===== src/rtl/regfile_dump_ctrl_pkg.sv =====
`default_nettype none
// ============================================================================
// Module      : regfile_dump_ctrl_pkg
// Description : Shared sizes and FSM state encoding for the register file
//               dump sequencer.
// Revision    : 1.0 - initial release
// ============================================================================
package regfile_dump_ctrl_pkg;

    localparam int RF_AW    = 3;
    localparam int RF_DW    = 16;
    localparam int RF_NREGS = 8;

    localparam logic [1:0] ST_IDLE = 2'd0;
    localparam logic [1:0] ST_READ = 2'd1;
    localparam logic [1:0] ST_SEND = 2'd2;
    localparam logic [1:0] ST_DONE = 2'd3;

    typedef enum logic [1:0] {
        S_IDLE = ST_IDLE,
        S_READ = ST_READ,
        S_SEND = ST_SEND,
        S_DONE = ST_DONE
    } state_t;

endpackage : regfile_dump_ctrl_pkg
`default_nettype wire


===== src/rtl/regfile_dump_ctrl_next_set_idx.sv =====
`default_nettype none
// ============================================================================
// Module      : regfile_dump_ctrl_next_set_idx
// Description : Combinational search for the lowest set mask bit at or above
//               (include_cur=1) or strictly above (include_cur=0) cur.
// Revision    : 1.0 - initial release
// ============================================================================
module regfile_dump_ctrl_next_set_idx
    import regfile_dump_ctrl_pkg::*;
#(
    parameter int NREGS = RF_NREGS,
    parameter int AW    = RF_AW
) (
    input  logic [NREGS-1:0] mask,
    input  logic [AW-1:0]    cur,
    input  logic             include_cur,
    output logic [AW-1:0]    idx,
    output logic             found
);

    // Scan from the top down so the lowest qualifying bit is the last writer.
    always_comb begin
        idx   = '0;
        found = 1'b0;
        for (int i = NREGS - 1; i >= 0; i--) begin
            if (mask[i] && ((i > int'(cur)) || (include_cur && (i == int'(cur))))) begin
                idx   = AW'(i);
                found = 1'b1;
            end
        end
    end

endmodule : regfile_dump_ctrl_next_set_idx
`default_nettype wire


===== src/rtl/regfile_dump_ctrl.sv =====
`default_nettype none
// ============================================================================
// Module      : regfile_dump_ctrl
// Description : Read-side sequencer for the 8x16 register file. Walks the
//               registers selected by a mask, lowest index first, and streams
//               each word with its index over a valid/ready handshake.
// Revision    : 1.0 - initial release
// ============================================================================
module regfile_dump_ctrl
    import regfile_dump_ctrl_pkg::*;
#(
    parameter int NREGS = RF_NREGS,
    parameter int AW    = RF_AW,
    parameter int DW    = RF_DW
) (
    input  logic             clk,
    input  logic             reset_n,
    input  logic             start,
    input  logic [NREGS-1:0] reg_mask,
    output logic [AW-1:0]    readnum,
    input  logic [DW-1:0]    rf_data,
    output logic             out_valid,
    input  logic             out_ready,
    output logic [DW-1:0]    out_data,
    output logic [AW-1:0]    out_idx,
    output logic             busy,
    output logic             done
);

    state_t           r_state;
    logic [NREGS-1:0] r_mask;

    logic [NREGS-1:0] w_sel_mask;
    logic [AW-1:0]    w_cur;
    logic             w_include_cur;
    logic [AW-1:0]    w_next_idx;
    logic             w_next_found;

    // In IDLE the search looks for the first index of the incoming mask;
    // otherwise it looks for the next index above the word just sent.
    always_comb begin
        w_sel_mask    = r_mask;
        w_cur         = out_idx;
        w_include_cur = 1'b0;
        if (r_state == S_IDLE) begin
            w_sel_mask    = reg_mask;
            w_cur         = '0;
            w_include_cur = 1'b1;
        end
    end

    regfile_dump_ctrl_next_set_idx #(
        .NREGS (NREGS),
        .AW    (AW)
    ) u_next_set_idx (
        .mask        (w_sel_mask),
        .cur         (w_cur),
        .include_cur (w_include_cur),
        .idx         (w_next_idx),
        .found       (w_next_found)
    );

    // Dump sequencer: IDLE -> (READ -> SEND)* -> DONE -> IDLE, all outputs registered.
    always_ff @(posedge clk or negedge reset_n) begin
        if (!reset_n) begin
            r_state   <= S_IDLE;
            r_mask    <= '0;
            readnum   <= '0;
            out_data  <= '0;
            out_idx   <= '0;
            out_valid <= 1'b0;
            busy      <= 1'b0;
            done      <= 1'b0;
        end else begin
            case (r_state)
                S_IDLE: begin
                    done <= 1'b0;
                    if (start) begin
                        if (w_next_found) begin
                            r_mask  <= reg_mask;
                            readnum <= w_next_idx;
                            busy    <= 1'b1;
                            r_state <= S_READ;
                        end else begin
                            done    <= 1'b1;
                            r_state <= S_DONE;
                        end
                    end
                end
                S_READ: begin
                    out_data  <= rf_data;
                    out_idx   <= readnum;
                    out_valid <= 1'b1;
                    r_state   <= S_SEND;
                end
                S_SEND: begin
                    if (out_ready) begin
                        out_valid <= 1'b0;
                        if (w_next_found) begin
                            readnum <= w_next_idx;
                            r_state <= S_READ;
                        end else begin
                            busy    <= 1'b0;
                            done    <= 1'b1;
                            r_state <= S_DONE;
                        end
                    end
                end
                S_DONE: begin
                    done    <= 1'b0;
                    r_state <= S_IDLE;
                end
                default: begin
                    r_state <= S_IDLE;
                end
            endcase
        end
    end

endmodule : regfile_dump_ctrl
`default_nettype wire


===== config.mk =====
export PLATFORM = sky130hd
export DESIGN_NAME = regfile_dump_ctrl
export DESIGN_NICKNAME = d
export VERILOG_FILES = /design/src/rtl/regfile_dump_ctrl_pkg.sv /design/src/rtl/regfile_dump_ctrl_next_set_idx.sv /design/src/rtl/regfile_dump_ctrl.sv
export SDC_FILE = /design/constraint.sdc
export NUM_CORES = 1
export LEC_CHECK = 0
export CAP_MARGIN = 20
export CORE_MARGIN = 5
export CORE_UTILIZATION = 60
export DETAILED_ROUTE_END_ITERATION = 12
export DONT_BUFFER_PORTS = 1
export PLACE_DENSITY = 0.73
export SLEW_MARGIN = 25
export SYNTH_ARGS = -nofsm -noshare
export SYNTH_HDL_FRONTEND = slang
export SYNTH_HIERARCHICAL = 1
export SYNTH_SLANG_ARGS = --single-unit

===== constraint.sdc =====
create_clock -name clk -period 3.3 [get_ports clk]
set_clock_uncertainty 0.1 [all_clocks]
set_input_delay 0.99 -clock clk [delete_from_list [all_inputs] [get_ports clk]]
set_output_delay 0.99 -clock clk [all_outputs]
set_load 0.02 [all_outputs]

==> load_flow_metrics.sql, run 1 <==
INSERT INTO impl_metrics (metric_group, metric, value, unit) VALUES
('status', 'run_status', 'completed', ''),
('detailed_routing', 'finalWirelength', '3291', 'µm'),
('worst_setup_path', 'critical_path.reg2reg.endpoint', 'r_mask[6]$_DFFE_PN0P_', ''),
('synth', 'netlist_area_pre_place', '0.001831', 'mm²'),
('synth', 'yosysWarnings', '6', ''),
('worst_setup_path', 'regToRegSetupSlack', '0.31', 'ns'),
('clock_network', 'ctsLongestPathBuffers', '2', ''),
('detailed_routing', 'viasPerCell', '6.094', ''),
('pwr', 'ir_worst_vdd', '0.4932', 'mV'),
('final_layout', 'fillers', '228', ''),
('final_layout', 'post-route-cell-area', '0.001889', 'mm²'),
('synth', 'yosys.area_share.xor_xnor', '0', '%'),
('detailed_routing', 'antenna_violating_nets_post_route', '0', ''),
('detailed_routing', 'firstDrtPassIters', '4', ''),
('synth', 'synth_mux_area_share', '25.56', '%'),
('final_layout', 'n_antenna_cell', '0', ''),
('floorplanning', 'design.die.area', '0.004256', 'mm²'),
('clock_network', 'clock_insertion_delay_worst_skew', '0.32', 'ns'),
('worst_setup_path', 'timing.critical_path.max_delay_family', 'simple AND/OR/NAND/NOR gates', ''),
('timing', 'final.min_clock_period', '2.992', 'ns'),
('final_layout', 'mostFrequentLayoutCell', 'dfrtp_1', ''),
('clock_network', 'postCtsSetupBuffers', '0', ''),
('clock_network', 'tritoncts', 'done', ''),
('synth', 'netlist.area_leader.share', '47.85', '%'),
('final_layout', 'multiInputGateArea', '880.8', 'µm²'),
('floorplanning', 'dieHeight', '65.24', 'µm'),
('timing', 'worst_slew_margin_rel', '41.05', '%'),
('global_route', 'first_global_vias', '1240', ''),
('worst_setup_path', 'cp_slowest_cell', 'and3_1', ''),
('clock_network', 'cts_hold_buffers', '0', ''),
('synth', 'post_synthesis_net_count', '185', ''),
('timing', 'period_share', '90.67', '%'),
('detailed_routing', 'drt_first_iter_violations', '64', ''),
('pwr', 'power_leakage', '0.7952', 'nW'),
('floorplanning', 'placementRows', '20', ''),
('placed_design', 'gp_routability_congestion', '0.7730', ''),
('placed_design', 'port_buffers', '0', ''),
('detailed_routing', 'route.detailed.wl_per_inst', '17.23', 'µm'),
('clock_network', 'ctsHtreeMaxLevel', '2', ''),
('clock_network', 'number_of_resized_instances_in_the_post_cts_repair_step', '0', ''),
('clock_network', 'clock_sinks', '35', ''),
('clock_network', 'cts-buffers-inserted', '5', ''),
('timing', 'rsz0062_at_grt', 'no', ''),
('global_route', 'grt_use_total', '17.41', '%'),
('synth', 'synth_top_area_cell', 'dfrtp_1', ''),
('synth', 'post_synth_main_area_contributors', 'dfrtp_1, mux2_2, mux2_4', ''),
('job', 'drv_cap', '0', ''),
('timing', 'max_freq', '0.3342', 'GHz'),
('worst_setup_path', 'timing.critical_path.required', '3.42', 'ns'),
('synth', 'synth_adder_area_share', '0', '%'),
('detailed_routing', 'drt_drc_violations_left', '0', ''),
('worst_setup_path', 'timing.critical_path.fanout_max', '15', ''),
('timing', 'final-setup-viol-count', '0', ''),
('worst_setup_path', 'worstRegToRegCells', '9', ''),
('worst_setup_path', 'path_common_cell', 'nand2_1', ''),
('floorplanning', 'core_outline_area', '0.002978', 'mm²'),
('worst_setup_path', 'critical_path_class', 'flip-flop to flip-flop', ''),
('worst_setup_path', 'slowest_delay', '0.52', 'ns'),
('synth', 'synth_top_family_by_area', 'multiplexers', ''),
('synth', 'complex_gate_fraction_of_the_synthesized_area', '7.997', '%'),
('timing', 'worstMarginPinSlew', '0.8843', 'ns'),
('clock_network', 'cts_root_buffer', 'clkbuf_4', ''),
('placed_design', 'post-place-cells', '183', ''),
('worst_setup_path', 'worstSetupStartpointType', 'flip-flop', ''),
('worst_setup_path', 'endpoint_kind', 'flip-flop', ''),
('global_route', 'grt_remaining_overflow', '0', ''),
('clock_network', 'clk_pin_slew', '0.10', 'ns'),
('final_layout', 'leading_cell_types_in_the_layout_fill_and_taps_excluded', 'dfrtp_1, mux2_2, a21oi_1', ''),
('worst_setup_path', 'critPathBufInv', '0', ''),
('worst_setup_path', 'critPathArrivalTime', '3.11', 'ns'),
('floorplanning', 'design.portCount', '53', '');
-- cell usage after synthesis --
master,count
a21boi_1,1
a21oi_1,10
a31oi_1,1
and2_1,1
and3_1,1
and4b_1,1
buf_2,5
buf_4,1
buf_6,3
dfrtp_1,35
inv_1,2
mux2_2,30
mux2_4,8
mux2i_1,1
nand2_1,9
nand2b_1,6
nand3_1,3
nand3b_1,3
nor2_1,7
nor2_2,1
nor2_4,1
nor2b_1,9
nor3_1,3
nor3b_2,1
o21a_1,1
o21ai_0,4
o21ai_1,3
o22ai_1,3
o31a_1,1
o31ai_2,1
or2b_1,1
-- how the worst max path moves through the flow --
stage	startpoint	endpoint	cells past startpoint
finish	r_state[1]$_DFFE_PN0P_	r_mask[6]$_DFFE_PN0P_	9
global route	r_state[1]$_DFFE_PN0P_	r_mask[6]$_DFFE_PN0P_	9
CTS	r_state[1]$_DFFE_PN0P_	r_mask[6]$_DFFE_PN0P_	9
detailed placement	reg_mask[3]	r_mask[1]$_DFFE_PN0P_	8
global placement	reg_mask[3]	r_mask[3]$_DFFE_PN0P_	8
floorplan	reg_mask[5]	r_mask[0]$_DFFE_PN0P_	9
-- registers in the layout (all words and copies together), names as in the netlist --
register,flops
r_state,2
out_idx,3
out_valid,1
busy,1
out_data,16
readnum,3
done,1
r_mask,8
-- routing by layer --
layer | wire length (µm) | up-vias | GRT usage, %
met4 | 29 | 0 | 5.440
met2 | 1609 | 49 | 27.18
met5 | 0 | - | 0
met3 | 308 | 4 | 7.350
li1 | - | 548 | -
met1 | 1344 | 563 | 21.85
-- final cells by class --
cell class | instances | area share (%)
Timing Repair Buffer | 2 | 0.7947
Tap cell | 33 | 2.185
Multi-Input combinational cell | 111 | 46.62
Clock buffer | 8 | 3.642
Inverter | 2 | 0.3974
Sequential cell | 35 | 46.36
-- cell families after synthesis --
logic type | count (synthesis)
buffers and inverters | 11
DFF | 35
and+or+nand+nor | 47
muxes | 39
AOI/OAI and AO/OA | 25
-- stage by stage --
stage                     power, W  hold slack [ns]  worst slack (ns)
after global routing      0.002305           0.2055            0.1339
final                     0.002140           0.2448            0.3080
after global placement    0.001851           0.3949            0.3965
after detailed placement  0.001897           0.3906            0.2839
after floorplan           0.001763           0.3779            0.6308
after CTS                 0.002158           0.2279            0.3002
-- report_power, final --
| part | total [W] | switching (W) | internal [W] |
|---|---|---|---|
| logic | 0.000912 | 0.000416 | 0.000495 |
| clock network | 0.000255 | 0.000130 | 0.000125 |
| registers | 0.000973 | 0.000337 | 0.000636 |
| total | 0.00214 | 0.000883 | 0.00126 |
-- worst reg2reg max path, delay by kind of cell, from the launching register on --
family | cells | cell delay, ns
simple gates | 5 | 1.22
mux | 2 | 0.65
flops | 1 | 0.51
compound gates | 2 | 0.42
No activity file was read; power rests on OpenSTA's default activity.
==> run 2, diff against run 1 <==
==> constraint.sdc (replaced) <==
create_clock -name clk -period 3.35 [get_ports clk]
set_clock_uncertainty 0.1 [all_clocks]
set_input_delay 1.005 -clock clk [delete_from_list [all_inputs] [get_ports clk]]
set_output_delay 1.005 -clock clk [all_outputs]
set_load 0.02 [all_outputs]
==> run 2 against run 1 <==
Design area down 0.40%. Utilization decreased by 0.25 points. Combinational power fell by 3.0%. Register-to-register slack gained 0.03 ns. Clock-buffer cell count unchanged. Non-clock buffer count shrank 1. Routed wire length rose by 0.79%. Critical endpoint is now r_mask[7]$_DFFE_PN0P_.
==> load_flow_metrics.sql, run 2 (synthesized netlist as in run 1, its figures left out) <==
INSERT INTO impl_metrics (metric_group, metric, value, unit) VALUES
('final_layout', 'syn2layout_area_growth', '2.802', '%'),
('floorplanning', 'placementRows', '20', ''),
('timing', 'period_share', '90.05', '%'),
('floorplanning', 'design.die.area', '0.004256', 'mm²'),
('global_route', 'first_global_vias', '1239', ''),
('min_path', 'worst_hold_path_type', 'input port to asynchronous set/reset pin', ''),
('pwr', 'clock_power_share', '11.9', '%'),
('worst_setup_path', 'path_cells', 'nor2_4, mux2_2, nand2_1, a21oi_1, nor2b_1, o31a_1, nand2_1, and3_1, mux2_4', ''),
('final_layout', 'largest_register', 'out_data', ''),
('placed_design', 'port_buffers', '0', ''),
('worst_setup_path', 'critPathArrivalTime', '3.13', 'ns'),
('worst_setup_path', 'path_common_cell', 'nand2_1', ''),
('worst_setup_path', 'worstSetupStartpointType', 'flip-flop', ''),
('timing', 'final.min_clock_period', '3.017', 'ns'),
('global_route', 'antenna_found_initial', '0', ''),
('global_route', 'grt_use_total', '16.95', '%'),
('floorplanning', 'dieHeight', '65.24', 'µm'),
('timing', 'maxSlewViolCount', '0', ''),
('clock_network', 'clock_insertion_delay_worst_skew', '0.33', 'ns'),
('global_route', 'maximum_number_of_pins_on_one_net_before_global_route_repair', '36', ''),
('clock_network', 'cts_hold_buffers', '0', ''),
('detailed_routing', 'antenna_violating_nets_post_route', '0', ''),
('clock_network', 'clk_pin_slew', '0.10', 'ns'),
('pwr', 'ir_worst_vdd', '0.4833', 'mV'),
('worst_setup_path', 'critical_path_class', 'flip-flop to flip-flop', ''),
('worst_setup_path', 'cp_slowest_cell', 'dfrtp_1', ''),
('pwr', 'power_frac_seq', '46.0', '%'),
('timing', 'final-setup-viol-count', '0', ''),
('clock_network', 'cts_root_buffer', 'clkbuf_4', ''),
('worst_setup_path', 'critPathBufInv', '0', ''),
('job', 'drv_cap', '0', ''),
('detailed_routing', 'vias', '1137', ''),
('worst_setup_path', 'timing.critical_path.required', '3.46', 'ns'),
('placed_design', 'post-place-cells', '182', ''),
('floorplanning', 'design.portCount', '53', ''),
('final_layout', 'post_layout_nets', '184', ''),
('global_route', 'grt_first_pass_wirelength', '5568', 'µm'),
('worst_setup_path', 'endpoint_kind', 'flip-flop', ''),
('detailed_routing', 'viasPerCell', '5.984', ''),
('timing', 'whs', '0.2587', 'ns'),
('pwr', 'power_report.internal_total', '0.001232', 'W'),
('status', 'run_status', 'completed', ''),
('pwr', 'power_switching', '0.0008690', 'W'),
('final_layout', 'instances_no_fill', '190', ''),
('final_layout', 'n_antenna_cell', '0', ''),
('clock_network', 'clock_sinks', '35', ''),
('pwr', 'power_leakage', '0.7902', 'nW'),
('final_layout', 'leading_cell_types_in_the_layout_fill_and_taps_excluded', 'dfrtp_1, mux2_2, a21oi_1', ''),
('detailed_routing', 'firstDrtPassIters', '4', ''),
('final_layout', 'drive_gt1_share', '31.85', '%'),
('clock_network', 'number_of_resized_instances_in_the_post_cts_repair_step', '0', ''),
('clock_network', 'tritoncts', 'done', ''),
('pwr', 'power', '0.002101', 'W'),
('timing', 'tns', '0', 'ns'),
('pwr', 'power_switching_share', '41.35', '%'),
('worst_setup_path', 'slowest_delay', '0.52', 'ns'),
('placed_design', 'gp_routability_congestion', '0.7616', ''),
('detailed_routing', 'finalWirelength', '3317', 'µm'),
('detailed_routing', 'drt_first_iter_violations', '31', ''),
('final_layout', 'mostFrequentLayoutCell', 'dfrtp_1', ''),
('clock_network', 'cts-buffers-inserted', '5', ''),
('timing', 'hold_viol', '0', ''),
('floorplanning', 'core_outline_area', '0.002978', 'mm²'),
('clock_network', 'ctsHtreeMaxLevel', '2', ''),
('placed_design', 'place_hpwl', '2541', 'µm'),
('clock_network', 'ctsLongestPathBuffers', '2', ''),
('detailed_routing', 'drt_drc_violations_left', '0', ''),
('worst_setup_path', 'timing.critical_path.fanout_max', '15', ''),
('timing', 'worst_slew_margin_rel', '41.29', '%'),
('final_layout', 'largest_register_ff_count', '16', ''),
('floorplanning', 'chipWidth', '65.24', 'µm'),
('timing', 'max_freq', '0.3315', 'GHz'),
('timing', 'worstMarginPinSlew', '0.8807', 'ns'),
('pwr', 'combinationalPowerShare', '42.1', '%'),
('pwr', 'powerDensity', '1117', 'mW/mm²'),
('final_layout', 'registers_with_the_most_flip_flops', 'out_data x16, r_mask x8', ''),
('timing', 'rsz0062_at_grt', 'no', ''),
('floorplanning', 'initial_core_util', '61.47', '%'),
('detailed_routing', 'route.detailed.wl_per_inst', '17.46', 'µm'),
('worst_setup_path', 'timing.critical_path.max_delay_family', 'simple AND/OR/NAND/NOR gates', ''),
('clock_network', 'postCtsSetupBuffers', '0', ''),
('global_route', 'grt_remaining_overflow', '0', '');
-- run 2: cell types whose count changed in the layout (fill, tap and decap cells not counted), sizes merged --
cell  change
buf       -1
-- run 2: area by class of cell --
type / instances / area (µm²)
Tap cell: 33 / 41.29
Multi-Input combinational cell: 111 / 880.8
Fill cell: 246 / 1096
Clock buffer: 8 / 68.82
Timing Repair Buffer: 1 / 7.507
Sequential cell: 35 / 875.8
Inverter: 2 / 7.507
-- run 2: stage by stage --
stage	setup slack (ns)	util [%]	area [µm²]
2_1_floorplan	0.6658	-	1831
3_3_place_gp	0.4288	60.88	1813
3_5_place_dp	0.3358	60.88	1813
4_1_cts	0.3533	63.19	1882
5_1_grt	0.1499	63.19	1882
6_report	0.3333	63.19	1882
-- run 2: power groups by stage --
stage          clock [W]  combinational [W]  sequential [W]
2_1_floorplan          0           0.000832        0.000905
3_3_place_gp           0           0.000847        0.000970
3_5_place_dp           0           0.000886        0.000978
4_1_cts         0.000260           0.000887        0.000973
5_1_grt         0.000277           0.000977         0.00100
6_report        0.000249           0.000885        0.000967
-- run 2: final timing paths --
kind | start | end | slack, ns | cells after the start
max | r_state[0]$_DFFE_PN0P_ | r_mask[7]$_DFFE_PN0P_ | 0.33 | 9
min reg2reg | r_mask[5]$_DFFE_PN0P_ | r_mask[5]$_DFFE_PN0P_ | 0.42 | 1
min | reset_n | out_data[6]$_DFFE_PN0N_ | 0.26 | 0
max in group asynchronous | reset_n | readnum[2]$_DFFE_PN0P_ | 2.81 | 0
min in group clk | r_mask[5]$_DFFE_PN0P_ | r_mask[5]$_DFFE_PN0P_ | 0.42 | 1
max reg2reg | r_state[0]$_DFFE_PN0P_ | r_mask[7]$_DFFE_PN0P_ | 0.33 | 9
-- run 2: per-layer routing --
metal	part of all wire, %	global-route usage (%)	vias to the layer above
met3	8.4	6.667	5
met5	0	0	-
met2	51	27.81	39
met4	1.1	6.477	0
met1	40	19.93	547
li1	-	-	546
